<file path="src/rtl/bp_pkg.sv">
// Shared types for the fetch PC generator / prediction metadata pipeline.
package bp_pkg;

    typedef enum logic [1:0] {
        PC_IF_P4  = 2'b00,
        PC_EX_P4  = 2'b01,
        PC_BTB    = 2'b10,
        PC_EX_TGT = 2'b11
    } pcnext_sel_e;

    typedef struct packed {
        logic [31:0] pc;
        logic        pred;
        logic        hit;
        logic        valid;
    } bp_meta_t;

    localparam bp_meta_t BP_META_RST = '{pc: 32'h0, pred: 1'b0, hit: 1'b0, valid: 1'b0};

    localparam logic [1:0] UNCBR_JAL = 2'b10;

endpackage

</file>
<file path="src/rtl/bp_fetch_pipe_if.sv">
// Predictor-facing bus of the fetch pipe: IF controls in, IF indices and EXMEM write-back fields out.
interface bp_fetch_if #(
    parameter int INDEX_WIDTH   = 12,
    parameter int HISTORY_WIDTH = 4
);
    logic                        stall_i;
    logic [1:0]                  IF_PCnext_sel_i;
    logic                        IF_flush_i;
    logic [31:0]                 IF_btb_rd_target_i;
    logic                        IF_btb_hit_i;
    logic                        IF_prediction_i;
    logic [31:0]                 EXMEM_br_target_i;
    logic                        EXMEM_is_br_i;
    logic [1:0]                  EXMEM_is_uncbr_i;

    logic [31:0]                 IF_pc_o;
    logic [31-INDEX_WIDTH-2:0]   IF_PC_tag_o;
    logic [INDEX_WIDTH-1:0]      IF_btb_rd_index_o;
    logic [HISTORY_WIDTH-1:0]    IF_pht_rd_index_o;
    logic                        EXMEM_valid_o;
    logic [31:0]                 EXMEM_pc_o;
    logic [31:0]                 EXMEM_PCplus4_o;
    logic                        EXMEM_prediction_o;
    logic                        EXMEM_btb_hit_o;
    logic [INDEX_WIDTH-1:0]      EXMEM_btb_wr_index_o;
    logic [31-INDEX_WIDTH-2:0]   EXMEM_btb_wr_tag_o;
    logic [HISTORY_WIDTH-1:0]    EXMEM_pht_wr_index_o;

    modport master (
        output stall_i, IF_PCnext_sel_i, IF_flush_i, IF_btb_rd_target_i, IF_btb_hit_i,
               IF_prediction_i, EXMEM_br_target_i, EXMEM_is_br_i, EXMEM_is_uncbr_i,
        input  IF_pc_o, IF_PC_tag_o, IF_btb_rd_index_o, IF_pht_rd_index_o, EXMEM_valid_o,
               EXMEM_pc_o, EXMEM_PCplus4_o, EXMEM_prediction_o, EXMEM_btb_hit_o,
               EXMEM_btb_wr_index_o, EXMEM_btb_wr_tag_o, EXMEM_pht_wr_index_o
    );

    modport slave (
        input  stall_i, IF_PCnext_sel_i, IF_flush_i, IF_btb_rd_target_i, IF_btb_hit_i,
               IF_prediction_i, EXMEM_br_target_i, EXMEM_is_br_i, EXMEM_is_uncbr_i,
        output IF_pc_o, IF_PC_tag_o, IF_btb_rd_index_o, IF_pht_rd_index_o, EXMEM_valid_o,
               EXMEM_pc_o, EXMEM_PCplus4_o, EXMEM_prediction_o, EXMEM_btb_hit_o,
               EXMEM_btb_wr_index_o, EXMEM_btb_wr_tag_o, EXMEM_pht_wr_index_o
    );

endinterface

</file>
<file path="src/rtl/bp_meta_stage.sv">
// One pipeline register of prediction metadata; squash beats hold beats load.
module bp_meta_stage
    import bp_pkg::*;
(
    input  logic     clk_i,
    input  logic     rst_i,
    input  logic     hold_i,
    input  logic     squash_i,
    input  bp_meta_t d_i,
    output bp_meta_t q_o
);

    bp_meta_t r_q;

    always_ff @(posedge clk_i or posedge rst_i) begin
        if (rst_i)
            r_q <= BP_META_RST;
        else if (squash_i)
            r_q <= BP_META_RST;
        else if (!hold_i)
            r_q <= d_i;
    end

    assign q_o = r_q;

endmodule

</file>
<file path="src/rtl/bp_fetch_pipe.sv">
// Fetch PC generator and ID/EX/MEM prediction-metadata pipe feeding the gshare predictor.
// Optional perf counters are built when BP_PERF_CNT_EN is defined.
module bp_fetch_pipe
    import bp_pkg::*;
#(
    parameter int          INDEX_WIDTH   = 12,
    parameter int          HISTORY_WIDTH = 4,
    parameter logic [31:0] RESET_PC      = 32'h0000_0000,
    parameter int          CNT_WIDTH     = 32
) (
    input  logic                 clk_i,
    input  logic                 rst_i,
`ifdef BP_PERF_CNT_EN
    output logic [CNT_WIDTH-1:0] perf_br_cnt_o,
    output logic [CNT_WIDTH-1:0] perf_mispred_cnt_o,
`endif
    bp_fetch_if.slave            bus
);

    localparam int NSTG = 3;   // 0: ID, 1: EX, 2: MEM

    logic [31:0]         r_pc;
    logic [31:0]         w_pc_next;
    logic [31:0]         w_mem_p4;
    logic [NSTG-1:0]     w_hold;
    logic [NSTG-1:0]     w_squash;
    bp_meta_t            w_d [NSTG];
    bp_meta_t            w_q [NSTG];
    bp_meta_t            w_mem;

    assign w_mem    = w_q[NSTG-1];
    assign w_mem_p4 = w_mem.pc + 32'd4;

    always_comb begin
        w_pc_next = r_pc + 32'd4;
        case (pcnext_sel_e'(bus.IF_PCnext_sel_i))
            PC_IF_P4:  w_pc_next = r_pc + 32'd4;
            PC_EX_P4:  w_pc_next = w_mem_p4;
            PC_BTB:    w_pc_next = bus.IF_btb_rd_target_i;
            PC_EX_TGT: w_pc_next = bus.EXMEM_br_target_i;
            default:   w_pc_next = r_pc + 32'd4;
        endcase
    end

    // Flush overrides stall: the PC follows the recovery path even while a load-use stall is up.
    always_ff @(posedge clk_i or posedge rst_i) begin
        if (rst_i)
            r_pc <= RESET_PC;
        else if (bus.IF_flush_i || !bus.stall_i)
            r_pc <= w_pc_next;
    end

    // ID holds on stall; EX takes a bubble on stall; every stage dies on flush.
    assign w_hold   = {1'b0, 1'b0, bus.stall_i};
    assign w_squash = {bus.IF_flush_i, bus.IF_flush_i | bus.stall_i, bus.IF_flush_i};

    assign w_d[0] = '{pc: r_pc, pred: bus.IF_prediction_i, hit: bus.IF_btb_hit_i, valid: 1'b1};
    assign w_d[1] = w_q[0];
    assign w_d[2] = w_q[1];

    for (genvar s = 0; s < NSTG; s++) begin : g_stg
        bp_meta_stage u_stg (
            .clk_i    (clk_i),
            .rst_i    (rst_i),
            .hold_i   (w_hold[s]),
            .squash_i (w_squash[s]),
            .d_i      (w_d[s]),
            .q_o      (w_q[s])
        );
    end

    assign bus.IF_pc_o              = r_pc;
    assign bus.IF_PC_tag_o          = r_pc[31:INDEX_WIDTH+2];
    assign bus.IF_btb_rd_index_o    = r_pc[INDEX_WIDTH+1:2];
    assign bus.IF_pht_rd_index_o    = r_pc[HISTORY_WIDTH+1:2];

    assign bus.EXMEM_valid_o        = w_mem.valid;
    assign bus.EXMEM_pc_o           = w_mem.pc;
    assign bus.EXMEM_PCplus4_o      = w_mem_p4;
    assign bus.EXMEM_prediction_o   = w_mem.pred & w_mem.valid;
    assign bus.EXMEM_btb_hit_o      = w_mem.hit & w_mem.valid;
    assign bus.EXMEM_btb_wr_index_o = w_mem.pc[INDEX_WIDTH+1:2];
    assign bus.EXMEM_btb_wr_tag_o   = w_mem.pc[31:INDEX_WIDTH+2];
    assign bus.EXMEM_pht_wr_index_o = w_mem.pc[HISTORY_WIDTH+1:2];

`ifdef BP_PERF_CNT_EN
    logic [CNT_WIDTH-1:0] r_br_cnt;
    logic [CNT_WIDTH-1:0] r_mis_cnt;
    logic                 w_br_commit;
    logic                 w_mispred;

    // JAL counts as a committed branch; JALR does not.
    assign w_br_commit = w_mem.valid & (bus.EXMEM_is_br_i | (bus.EXMEM_is_uncbr_i == UNCBR_JAL));
    assign w_mispred   = w_mem.valid & bus.IF_flush_i;

    always_ff @(posedge clk_i or posedge rst_i) begin
        if (rst_i) begin
            r_br_cnt  <= '0;
            r_mis_cnt <= '0;
        end else begin
            if (w_br_commit)
                r_br_cnt <= r_br_cnt + {{(CNT_WIDTH-1){1'b0}}, 1'b1};
            if (w_mispred)
                r_mis_cnt <= r_mis_cnt + {{(CNT_WIDTH-1){1'b0}}, 1'b1};
        end
    end

    assign perf_br_cnt_o      = r_br_cnt;
    assign perf_mispred_cnt_o = r_mis_cnt;
`endif

endmodule

</file>
<file path="src/flat_wrapper.sv">
// flat-port wrapper written by rule: the top's interface ports become plain ports
module bp_fetch_pipe_flat import bp_pkg::*;
#(
    parameter int          INDEX_WIDTH   = 12,
    parameter int          HISTORY_WIDTH = 4,
    parameter logic [31:0] RESET_PC      = 32'h0000_0000,
    parameter int          CNT_WIDTH     = 32
)
  (clk_i, rst_i, bus_stall_i, bus_IF_PCnext_sel_i, bus_IF_flush_i, bus_IF_btb_rd_target_i, bus_IF_btb_hit_i, bus_IF_prediction_i, bus_EXMEM_br_target_i, bus_EXMEM_is_br_i, bus_EXMEM_is_uncbr_i, bus_IF_pc_o, bus_IF_PC_tag_o, bus_IF_btb_rd_index_o, bus_IF_pht_rd_index_o, bus_EXMEM_valid_o, bus_EXMEM_pc_o, bus_EXMEM_PCplus4_o, bus_EXMEM_prediction_o, bus_EXMEM_btb_hit_o, bus_EXMEM_btb_wr_index_o, bus_EXMEM_btb_wr_tag_o, bus_EXMEM_pht_wr_index_o);
  bp_fetch_if #(.INDEX_WIDTH(INDEX_WIDTH), .HISTORY_WIDTH(HISTORY_WIDTH)) bus_i ();
  input  logic clk_i;
  input  logic rst_i;
  input wire logic [$bits(bus_i.stall_i)-1:0] bus_stall_i;
  input wire logic [$bits(bus_i.IF_PCnext_sel_i)-1:0] bus_IF_PCnext_sel_i;
  input wire logic [$bits(bus_i.IF_flush_i)-1:0] bus_IF_flush_i;
  input wire logic [$bits(bus_i.IF_btb_rd_target_i)-1:0] bus_IF_btb_rd_target_i;
  input wire logic [$bits(bus_i.IF_btb_hit_i)-1:0] bus_IF_btb_hit_i;
  input wire logic [$bits(bus_i.IF_prediction_i)-1:0] bus_IF_prediction_i;
  input wire logic [$bits(bus_i.EXMEM_br_target_i)-1:0] bus_EXMEM_br_target_i;
  input wire logic [$bits(bus_i.EXMEM_is_br_i)-1:0] bus_EXMEM_is_br_i;
  input wire logic [$bits(bus_i.EXMEM_is_uncbr_i)-1:0] bus_EXMEM_is_uncbr_i;
  output wire logic [$bits(bus_i.IF_pc_o)-1:0] bus_IF_pc_o;
  output wire logic [$bits(bus_i.IF_PC_tag_o)-1:0] bus_IF_PC_tag_o;
  output wire logic [$bits(bus_i.IF_btb_rd_index_o)-1:0] bus_IF_btb_rd_index_o;
  output wire logic [$bits(bus_i.IF_pht_rd_index_o)-1:0] bus_IF_pht_rd_index_o;
  output wire logic [$bits(bus_i.EXMEM_valid_o)-1:0] bus_EXMEM_valid_o;
  output wire logic [$bits(bus_i.EXMEM_pc_o)-1:0] bus_EXMEM_pc_o;
  output wire logic [$bits(bus_i.EXMEM_PCplus4_o)-1:0] bus_EXMEM_PCplus4_o;
  output wire logic [$bits(bus_i.EXMEM_prediction_o)-1:0] bus_EXMEM_prediction_o;
  output wire logic [$bits(bus_i.EXMEM_btb_hit_o)-1:0] bus_EXMEM_btb_hit_o;
  output wire logic [$bits(bus_i.EXMEM_btb_wr_index_o)-1:0] bus_EXMEM_btb_wr_index_o;
  output wire logic [$bits(bus_i.EXMEM_btb_wr_tag_o)-1:0] bus_EXMEM_btb_wr_tag_o;
  output wire logic [$bits(bus_i.EXMEM_pht_wr_index_o)-1:0] bus_EXMEM_pht_wr_index_o;
  assign bus_i.stall_i = bus_stall_i;
  assign bus_i.IF_PCnext_sel_i = bus_IF_PCnext_sel_i;
  assign bus_i.IF_flush_i = bus_IF_flush_i;
  assign bus_i.IF_btb_rd_target_i = bus_IF_btb_rd_target_i;
  assign bus_i.IF_btb_hit_i = bus_IF_btb_hit_i;
  assign bus_i.IF_prediction_i = bus_IF_prediction_i;
  assign bus_i.EXMEM_br_target_i = bus_EXMEM_br_target_i;
  assign bus_i.EXMEM_is_br_i = bus_EXMEM_is_br_i;
  assign bus_i.EXMEM_is_uncbr_i = bus_EXMEM_is_uncbr_i;
  assign bus_IF_pc_o = bus_i.IF_pc_o;
  assign bus_IF_PC_tag_o = bus_i.IF_PC_tag_o;
  assign bus_IF_btb_rd_index_o = bus_i.IF_btb_rd_index_o;
  assign bus_IF_pht_rd_index_o = bus_i.IF_pht_rd_index_o;
  assign bus_EXMEM_valid_o = bus_i.EXMEM_valid_o;
  assign bus_EXMEM_pc_o = bus_i.EXMEM_pc_o;
  assign bus_EXMEM_PCplus4_o = bus_i.EXMEM_PCplus4_o;
  assign bus_EXMEM_prediction_o = bus_i.EXMEM_prediction_o;
  assign bus_EXMEM_btb_hit_o = bus_i.EXMEM_btb_hit_o;
  assign bus_EXMEM_btb_wr_index_o = bus_i.EXMEM_btb_wr_index_o;
  assign bus_EXMEM_btb_wr_tag_o = bus_i.EXMEM_btb_wr_tag_o;
  assign bus_EXMEM_pht_wr_index_o = bus_i.EXMEM_pht_wr_index_o;
  bp_fetch_pipe #(.INDEX_WIDTH(INDEX_WIDTH), .HISTORY_WIDTH(HISTORY_WIDTH), .RESET_PC(RESET_PC), .CNT_WIDTH(CNT_WIDTH)) u_core (.clk_i(clk_i), .rst_i(rst_i), .bus(bus_i));
endmodule
</file>
<file path="config.mk">
export PLATFORM = sky130hd
export DESIGN_NAME = bp_fetch_pipe_flat
export DESIGN_NICKNAME = d
export VERILOG_FILES = /design/src/rtl/bp_pkg.sv /design/src/rtl/bp_fetch_pipe_if.sv /design/src/rtl/bp_meta_stage.sv /design/src/rtl/bp_fetch_pipe.sv /design/src/flat_wrapper.sv
export SDC_FILE = /design/constraint.sdc
export NUM_CORES = 1
export LEC_CHECK = 0
export ABC_AREA = 1
export BUFFER_PORTS_ARGS = -buffer_cell sky130_fd_sc_hd__buf_2
export CORE_UTILIZATION = 25
export DETAILED_ROUTE_END_ITERATION = 16
export PLACE_DENSITY_LB_ADDON = 0.08
export SLEW_MARGIN = 20
export SYNTH_ARGS = -nofsm -noshare
export SYNTH_HDL_FRONTEND = slang
export SYNTH_SLANG_ARGS = --single-unit
export TNS_END_PERCENT = 30
</file>
<file path="constraint.sdc">
create_clock -name clk_i -period 5.4 [get_ports clk_i]
set_clock_uncertainty 0.1 [all_clocks]
set_input_delay 0.54 -clock clk_i [delete_from_list [all_inputs] [get_ports clk_i]]
set_output_delay 0.54 -clock clk_i [all_outputs]
set_load 0.02 [all_outputs]
</file>
==> flow_metrics.py, run 1 <==
metrics = {
    "final_layout": {
        "layout_commonest_cell": "nand2_1",
        "nNetsFinal": 1284,
        "final_core_util_pct": 29.9,
        "area_growth_pct": 17.2,
        "drive_gt1_share_pct": 26.6,
        "antenna-diode-count": 0,
        "final_cell_mix": "269 x nand2_1, 238 x buf_2, 153 x nor2_1",
    },
    "floorplanning": {
        "coreArea_mm2": 0.0317,
        "die_width_um": 182,
        "io-pin-count": 242,
        "floorplan.die_area_mm2": 0.0331,
        "chipHeight_um": 182,
        "initial_utilization_pct": 25.5,
        "rows": 65,
    },
    "timing": {
        "max_freq_ghz": 0.347,
        "setup_viol": 0,
        "fin_crit_ns": 2.89,
        "max_slew.worst_pin.slew_ns": 0.960,
        "fin_tns_setup_ns": 0,
        "slew_viol_final": 0,
        "slew_headroom_pct": 35.8,
        "rsz0062_at_grt": "false",
        "finalHoldViolations": 0,
        "fin_crit_sh_pct": 53.4,
    },
    "placed_design": {
        "gp_congestion": 0.826,
        "portBuffers": 238,
        "dp_hpwl_mm": 21.4,
    },
    "drt": {
        "ant_nets": 0,
        "drc": 0,
        "via_per_inst": 4.24,
        "drtIter0Drc": 390,
        "wl_per_cell_um": 17.4,
        "totalWireLength_mm": 28.1,
        "drt_pre_antenna_iters": 4,
        "vias": 6879,
    },
    "logic_synthesis": {
        "syn_area_mm2": 0.00809,
        "ys_seq_area_share_pct": 42.4,
        "synth.net_count": 1156,
        "ys_ff_latch": 137,
        "synth.avg_cell_area_um2": 7.50,
        "synth.distinct_cells": 37,
        "synthCells": 1079,
        "ys_warn_count": 0,
    },
    "clock_tree": {
        "post_cts_resized": 0,
        "cts_tree": "yes",
        "cts_buffers": 17,
        "clkSinkCount": 137,
        "clkLatencyLatePin_ns": 0.43,
        "clockBufferDepth": 2,
        "root_buffer": "clkbuf_16",
        "h-tree-depth": 4,
        "cts_setup_buffers": 0,
        "path_clk_slew_ns": 0.07,
        "cts_hold_buf": 0,
    },
    "worst_setup_path": {
        "path_cells": "ha_1 > nand3_1 > nor2_2 > nand3_2 > nor2_1 > nand2_1 > nand2_1 > buf_2",
        "critPathLaunchType": "flop",
        "cpPeakStageDelay_ns": 0.49,
        "crit_top_cell": "nand2_1",
        "r2r_slack_ns": 3.17,
        "endpoint": "bus_EXMEM_PCplus4_o[24]",
        "rr_worst_depth": 10,
        "critPathSlowestCell": "dfrtp_1",
        "crit-reg2reg-capture": "u_core.bus.IF_pc_o[18]",
        "cp.arrival_ns": 2.25,
        "r2r-start": "u_core.g_stg[2].u_stg.q_o[5]",
        "end_kind": "output pin",
        "worstPathMaxFanout": 7,
        "crit_start": "u_core.g_stg[2].u_stg.q_o[5]",
        "required_ns": 4.76,
        "critical_path_class": "reg2out",
    },
    "power": {
        "vdd_drop_max_mv": 0.209,
        "p_leak_nw": 4.88,
        "p_per_area_mw_per_mm2": 290,
    },
    "global_route": {
        "grt_pass1_wl_mm": 42.0,
        "use_met1_pct": 25.3,
        "grt_overflow": 0,
        "grtUsageMet3_pct": 2.31,
        "grt_most_used_layer": "met2",
        "grt_max_degree": 88,
        "grt_util_all_layers_pct": 17.3,
        "met2_usage_pct": 26.7,
        "antenna_found_initial": 0,
        "first_global_vias": 6640,
    },
    "run_status": {
        "status": "finished clean",
    },
    "job": {
        "cap_viol_max_count": 0,
    },
    "min_path": {
        "min_path_type": "in2async",
    },
}
## cell type report
class,count,area (um^2)
inverters,155,587
clock buffers,17,425
repair buffers,243,1230
clock inverters,15,133
multi-input cells,653,3180
flip-flops and latches,137,3430
fillers,3541,22200
well taps,402,503
## how the worst min path moves through the flow
stage                                          endpoint                          start
after detailed placement  u_core.g_stg[2].u_stg.q_o[27]  u_core.g_stg[1].u_stg.q_o[27]
after global placement     u_core.g_stg[2].u_stg.q_o[4]   u_core.g_stg[1].u_stg.q_o[4]
after CTS                  u_core.g_stg[0].u_stg.q_o[0]                    bus_stall_i
after global routing       u_core.g_stg[0].u_stg.q_o[0]                    bus_stall_i
final                     u_core.g_stg[1].u_stg.q_o[25]                          rst_i
after floorplan            u_core.g_stg[2].u_stg.q_o[0]   u_core.g_stg[1].u_stg.q_o[0]
## cells by family (layout without fill, tap and decap cells)
| logic type | after synthesis | in the layout | synth area share, % |
|---|---|---|---|
| flops | 137 | 137 | 42.4 |
| simple gates | 530 | 530 | 28.0 |
| xor+xnor | 21 | 21 | 2.74 |
| fa+ha+maj | 2 | 2 | 0.309 |
| buf+inv | 289 | 430 | 18.5 |
| compound gates | 100 | 100 | 8.09 |
## critical path, delay by kind of cell (launching register included)
kind                       cells  cell delay (ns)
adders and majority gates      1             0.26
buffers and inverters          1             0.20
DFF                            1             0.49
and+or+nand+nor                6             0.86
## per-stage QoR
step / instance area [um^2] / setup WS (ns) / hold WS (ns) / instances / power, mW
floorplan: 8090 / 1.09 / 0.334 / 1079 / 1.50
global placement: 8920 / 2.25 / 0.336 / 1590 / 1.65
detailed placement: 8920 / 2.28 / 0.345 / 1590 / 1.65
CTS: 9480 / 2.45 / 0.204 / 1622 / 2.79
global route: 9480 / 2.31 / 0.223 / 1622 / 2.88
finish: 9480 / 2.51 / 0.184 / 1622 / 2.75
## where the power goes
part / switching (mW) / total (mW) / leakage, nW / internal, mW
registers: 0.0737 / 1.16 / 1.84 / 1.08
logic: 0.321 / 0.461 / 2.77 / 0.140
clock network: 0.526 / 1.13 / 0.265 / 0.605
total: 0.920 / 2.75 / 4.88 / 1.83
## routing by layer
metal  wire length (um)  vias up  part of all wire, %
met3               1020       19                  3.6
met5                  0        -                    0
met1              14300     3207                   51
li1                   -     3492                    -
met4                284        0                  1.0
met2              12500      161                   45
## cell usage after synthesis, drive strengths merged
cell | n | share of area, %
a221oi | 7 | 0.99
a31oi | 1 | 0.077
xor2 | 18 | 2.4
xnor2 | 3 | 0.32
clkbuf | 13 | 0.60
inv | 155 | 7.2
nand3 | 56 | 3.6
nor2 | 173 | 9.3
buf | 121 | 11
o21ai | 24 | 1.5
ha | 2 | 0.31
a211oi | 1 | 0.093
nor3 | 3 | 0.19
and2 | 7 | 0.54
a32oi | 2 | 0.22
nand4 | 5 | 0.39
o22ai | 35 | 2.7
dfrtp | 137 | 42
a22o | 11 | 1.2
nand3b | 5 | 0.46
or2 | 1 | 0.077
o211ai | 2 | 0.19
o21bai | 3 | 0.28
a21oi | 14 | 0.87
nand2 | 280 | 13
## flip-flops by register name, indices dropped and copies added, names as in the netlist
name,flops
u_core.g_stg.u_stg.q_o,105
u_core.bus.IF_pc_o,32
(Power assumes the default switching activity.)
==> run 2, diff against run 1 <==
clock period = 2.8 ns   (was 5.4 ns; I/O delays follow)
==> run 2 against run 1 <==
Compared with the run above:
- final area increased by 2.5%
- clock-buffer cell count increased by 3
- sequential share of layout area decreased by 0.88 points
- first-iteration DRC count increased by 27%
- flip-flop and latch count unchanged
- clock power increased by 110%
- critical path depth decreased by 2
- combinational power increased by 98%
- routed wire length increased by 0.35%
- cell count increased by 0.92%
- highest routed layer unchanged
==> flow_metrics.py, run 2 (synthesis results as in run 1) <==
metrics = {
    "run_status": {
        "status": "finished clean",
    },
    "placed_design": {
        "portBuffers": 238,
        "dp_hpwl_mm": 22.1,
        "gp_congestion": 0.829,
        "place_ws_ns": 0.583,
    },
    "timing": {
        "max_slew.worst_pin.slew_ns": 0.673,
        "finalHoldViolations": 0,
        "fin_crit_sh_pct": 94.8,
        "setup_viol": 0,
        "slew_headroom_pct": 55.0,
        "fin_crit_ns": 2.66,
        "fin_tns_setup_ns": 0,
        "max_freq_ghz": 0.377,
        "slew_viol_final": 0,
        "rsz0062_at_grt": "false",
        "finalWorstSetupSlack_ns": 0.145,
    },
    "power": {
        "vdd_drop_max_mv": 0.358,
        "p_per_area_mw_per_mm2": 569,
        "power_mw": 5.53,
        "p_leak_nw": 5.00,
    },
    "worst_setup_path": {
        "critPathSlowestCell": "dfrtp_1",
        "cp_top_family": "simple AND/OR/NAND/NOR gates",
        "end_kind": "output pin",
        "critical_path_class": "reg2out",
        "critPathLaunchType": "flop",
        "required_ns": 2.42,
        "path_cells": "ha_1 > nand3_1 > nor2_2 > nand3_2 > xnor2_1 > buf_2",
        "cpPeakStageDelay_ns": 0.45,
        "worstPathMaxFanout": 7,
        "cp.arrival_ns": 2.28,
        "path_buf_inv": 1,
    },
    "final_layout": {
        "largest_reg_flops": 105,
        "final_cell_mix": "269 x nand2_1, 238 x buf_2, 153 x nor2_1",
        "layout_commonest_cell": "nand2_1",
        "antenna-diode-count": 0,
        "area_growth_pct": 20.2,
        "nNetsFinal": 1299,
        "drive_gt1_share_pct": 27.2,
        "final_core_util_pct": 30.6,
    },
    "clock_tree": {
        "cts_tree": "yes",
        "clkLatencyLatePin_ns": 0.42,
        "post_cts_resized": 0,
        "h-tree-depth": 4,
        "root_buffer": "clkbuf_16",
        "clkSinkCount": 137,
        "path_clk_slew_ns": 0.06,
        "clockBufferDepth": 2,
        "cts_buffers": 17,
    },
    "floorplanning": {
        "rows": 65,
        "floorplan.die_area_mm2": 0.0331,
        "initial_utilization_pct": 25.5,
        "coreArea_mm2": 0.0317,
        "chipHeight_um": 182,
        "die_width_um": 182,
        "io-pin-count": 242,
    },
    "drt": {
        "drtIter0Drc": 496,
        "totalWireLength_mm": 28.2,
        "wl_per_cell_um": 17.3,
        "vias": 6935,
        "drc": 0,
        "ant_nets": 0,
        "drt_pre_antenna_iters": 5,
        "via_per_inst": 4.24,
    },
    "global_route": {
        "grt_max_degree": 43,
        "antenna_found_initial": 0,
        "grt_pass1_wl_mm": 43.0,
        "grt_util_all_layers_pct": 17.7,
        "first_global_vias": 6706,
        "grt_overflow": 0,
    },
    "job": {
        "cap_viol_max_count": 0,
    },
    "min_path": {
        "min_path_type": "in2reg",
    },
}
-- run 2: changes by cell type in the layout (fill, tap and decap cells not counted) --
cell	delta
buf_4	+7
nor2_4	-1
inv_6	-2
bufinv_16	+3
inv_8	-4
dlygate4sd3_1	+3
clkbuf_1	+1
clkbuf_8	+2
clkinvlp_4	-1
buf_12	+5
clkinv_4	+1
nor2_2	+1
-- run 2: worst reg2reg max path, stage by stage (launching register included) --
cell     delay, ns
dfrtp_1       0.45
ha_1          0.24
nand3_1       0.15
nor2_2        0.25
nand3_2       0.15
xnor2_1       0.36
nand2_1       0.09
nand2_1       0.14
nand3_1       0.10
nand2_1       0.07
-- run 2: path summary, 6_finish.rpt --
| check | startpoint | slack [ns] | cells past startpoint | end |
|---|---|---|---|---|
| setup / recovery | u_core.g_stg[2].u_stg.q_o[5] | 0.14 | 6 | bus_EXMEM_PCplus4_o[16] |
| hold / removal | bus_IF_prediction_i | 0.02 | 3 | u_core.g_stg[0].u_stg.q_o[2] |
| setup reg to reg | u_core.g_stg[2].u_stg.q_o[5] | 0.63 | 9 | u_core.bus.IF_pc_o[16] |
| hold reg to reg | u_core.g_stg[1].u_stg.q_o[33] | 0.36 | 2 | u_core.g_stg[2].u_stg.q_o[33] |
| max in group asynchronous | rst_i | 1.53 | 4 | u_core.g_stg[2].u_stg.q_o[20] |
| min in group asynchronous | rst_i | 0.40 | 3 | u_core.g_stg[0].u_stg.q_o[3] |
-- run 2: final cells by class --
type | instances | area (um^2)
tap | 402 | 503
fill | 3472 | 22000
sequential | 137 | 3430
clock buffer | 20 | 457
clock inverter | 12 | 163
multi-input combinational | 653 | 3170
timing repair buffer | 258 | 1410
inverter | 155 | 586
-- run 2: through the flow --
step | hold WS [ns] | instance area (um^2) | std cells
detailed placement | 0.325 | 9070 | 1602
global placement | 0.315 | 9070 | 1602
CTS | 0.00732 | 9720 | 1637
global route | 0.0193 | 9720 | 1637
floorplan | 0.271 | 8090 | 1079
finish | 0.0162 | 9720 | 1637
-- run 2: metal layers --
metal  GRT usage [%]  share of wire [%]  wire, um  up-vias
li1                -                  -         -     3524
met1            25.6                 50     14200     3211
met2            27.8                 46     12900      185
met3            2.61                3.4       958       15
met4            3.43               0.70       197        0
met5               0                  0         0        -
-- run 2: where the power goes --
group | internal, mW | switching [mW] | total (mW)
clock | 1.46 | 0.916 | 2.38
sequential | 2.09 | 0.147 | 2.24
combinational | 0.292 | 0.619 | 0.912
total | 3.84 | 1.68 | 5.53
-- run 2: what timing repair did --
action	4_1_cts	5_1_grt
hold buffers	3	0
setup buffers	0	0
endpoints found under the hold margin	22	0
==> run 3, diff against run 2 <==
==> constraint.sdc (replaced) <==
create_clock -name clk_i -period 2.8 [get_ports clk_i]
set_clock_uncertainty 0.1 [all_clocks]
set_input_delay 0.84 -clock clk_i [delete_from_list [all_inputs] [get_ports clk_i]]
set_output_delay 0.84 -clock clk_i [all_outputs]
set_load 0.02 [all_outputs]
==> run 3 against run 2 <==
Compared with the run above:
- the run now ends with setup timing left
- clock power shrank 8.4%
- die area did not move
- global-route usage fell by 0.29 points
- routed wire length up 0.13%
- core utilization grew 1.2 points
- setup slack lost 0.17 ns
- first-iteration DRC count down 3.4%
- power decreased by 3.6%
- cell count rose by 1.2%
- critical endpoint is now bus_EXMEM_PCplus4_o[28]
- via count grew 0.99%
- flip-flop and latch count unchanged
==> flow_metrics.py, run 3 (synthesis results as in run 1) <==
metrics = {
    "clock_tree": {
        "path_clk_slew_ns": 0.07,
        "cts_buffers": 17,
        "clockBufferDepth": 2,
        "root_buffer": "clkbuf_16",
        "clkLatencyLatePin_ns": 0.42,
        "h-tree-depth": 4,
        "cts_tree": "yes",
        "cts_hold_buf": 0,
        "clkSinkCount": 137,
    },
    "floorplanning": {
        "initial_utilization_pct": 25.5,
        "floorplan.die_area_mm2": 0.0331,
        "io-pin-count": 242,
        "coreArea_mm2": 0.0317,
        "rows": 65,
        "chipHeight_um": 182,
        "die_width_um": 182,
    },
    "final_layout": {
        "area_growth_pct": 24.9,
        "drive_gt1_share_pct": 33.4,
        "nNetsFinal": 1318,
        "antenna-diode-count": 0,
        "layout_commonest_cell": "nand2_1",
        "stdcell_area_mm2": 0.0101,
        "final_cell_mix": "256 x nand2_1, 221 x buf_2, 145 x inv_1",
        "largest_reg_flops": 105,
    },
    "timing": {
        "finalHoldViolations": 0,
        "fin_crit_ns": 2.83,
        "rsz0062_at_grt": "true",
        "slew_headroom_pct": 47.0,
        "max_slew.worst_pin.slew_ns": 0.795,
        "slew_viol_final": 0,
        "max_freq_ghz": 0.354,
        "fin_crit_sh_pct": 101,
        "finalWorstSetupSlack_ns": -0.0265,
        "timing.hold.ws_ns": 0.353,
        "setup_viol": 3,
    },
    "global_route": {
        "antenna_found_initial": 0,
        "grt_util_all_layers_pct": 17.4,
        "use_met1_pct": 24.8,
        "grt_overflow": 0,
        "grt_pass1_wl_mm": 42.6,
        "grt_most_used_layer": "met2",
        "grtUsageMet3_pct": 2.37,
        "grt_max_degree": 138,
        "first_global_vias": 6895,
        "met2_usage_pct": 27.6,
    },
    "worst_setup_path": {
        "cp.arrival_ns": 1.89,
        "required_ns": 1.86,
        "critical_path_class": "reg2out",
        "critPathLaunchType": "flop",
        "end_kind": "output pin",
        "worstPathMaxFanout": 5,
    },
    "drt": {
        "drc": 0,
        "wl_per_cell_um": 17.1,
        "drtIter0Drc": 479,
        "ant_nets": 0,
        "drt_pre_antenna_iters": 5,
        "totalWireLength_mm": 28.3,
        "vias": 7004,
        "via_per_inst": 4.23,
    },
    "job": {
        "cap_viol_max_count": 0,
    },
    "power": {
        "p_per_area_mw_per_mm2": 527,
        "power_mw": 5.33,
        "vdd_drop_max_mv": 0.356,
        "p_leak_nw": 5.14,
    },
    "placed_design": {
        "dp_hpwl_mm": 21.8,
        "portBuffers": 238,
        "dpl_cell_area_mm2": 0.00906,
        "gp_congestion": 0.833,
    },
    "run_status": {
        "status": "complete, but fails checks",
        "violations": "setup timing",
    },
    "min_path": {
        "min_path_type": "reg2reg",
    },
}
==> run 3: changes by cell type in the layout (fill, tap and decap cells not counted), sizes merged, moves of 3 or more <==
cell	change
buf	+22
bufinv	-3
dlygate4sd3	-3
inv	+5
==> run 3: final timing paths <==
check                                              start                       endpoint  slack [ns]  cells past startpoint
min reg2reg                u_core.g_stg[1].u_stg.q_o[24]  u_core.g_stg[2].u_stg.q_o[24]        0.35                      2
max in group asynchronous                          rst_i  u_core.g_stg[2].u_stg.q_o[20]        1.42                      3
min in group asynchronous                          rst_i   u_core.g_stg[0].u_stg.q_o[3]        0.51                      3
max reg2reg                        u_core.bus.IF_pc_o[3]         u_core.bus.IF_pc_o[22]        0.66                     10
min                        u_core.g_stg[1].u_stg.q_o[24]  u_core.g_stg[2].u_stg.q_o[24]        0.35                      2
max                         u_core.g_stg[2].u_stg.q_o[5]        bus_EXMEM_PCplus4_o[28]       -0.03                      9
==> run 3: timing repair <==
action | 4_1_cts | 5_1_grt
pin swaps | 10 | 15
resized for setup | 51 | 55
buffers inserted | 3 | 17
endpoints found under the hold margin | 0 | 0
setup endpoints to repair | 23 | 22
==> run 3: metrics by stage <==
stage | setup TNS, ns | instances | setup slack [ns] | utilization, %
final | -0.0437 | 1656 | -0.0265 | 31.9
after global routing | -1.34 | 1656 | -0.139 | 31.9
after CTS | -0.918 | 1639 | -0.0851 | 30.8
after detailed placement | 0 | 1604 | 0.215 | 28.6
after global placement | 0 | 1604 | 0.231 | 28.6
after floorplan | 0 | 1079 | 0.153 | -
==> run 3: critical path, cell delays in order, from the launching register on <==
cell	delay (ns)
dfrtp_1	0.41
ha_4	0.19
nand2_4	0.05
nor2_4	0.11
nand2_4	0.11
nor2_4	0.23
nand2_1	0.08
nand2_1	0.08
nand2_2	0.08
buf_6	0.13
==> run 3: cell type report <==
| cell class | count | area [um^2] |
|---|---|---|
| multi-input cells | 653 | 3380 |
| clock inverters | 14 | 128 |
| repair buffers | 277 | 1610 |
| flip-flops and latches | 137 | 3450 |
| inverters | 155 | 588 |
| clock buffers | 18 | 439 |
| well taps | 402 | 503 |
| fillers | 3449 | 21600 |
==> run 3: power breakdown <==
part	internal, mW	switching (mW)	total [mW]
sequential	2.09	0.143	2.23
combinational	0.293	0.625	0.918
clock	1.19	0.983	2.18
==> run 3: per-layer routing <==
| metal | part of all wire, % | vias to the layer above | routed length (um) |
|---|---|---|---|
| li1 | - | 3570 | - |
| met1 | 50 | 3249 | 14200 |
| met2 | 45 | 169 | 12900 |
| met3 | 3.3 | 16 | 921 |
| met4 | 0.98 | 0 | 277 |
| met5 | 0 | - | 0 |
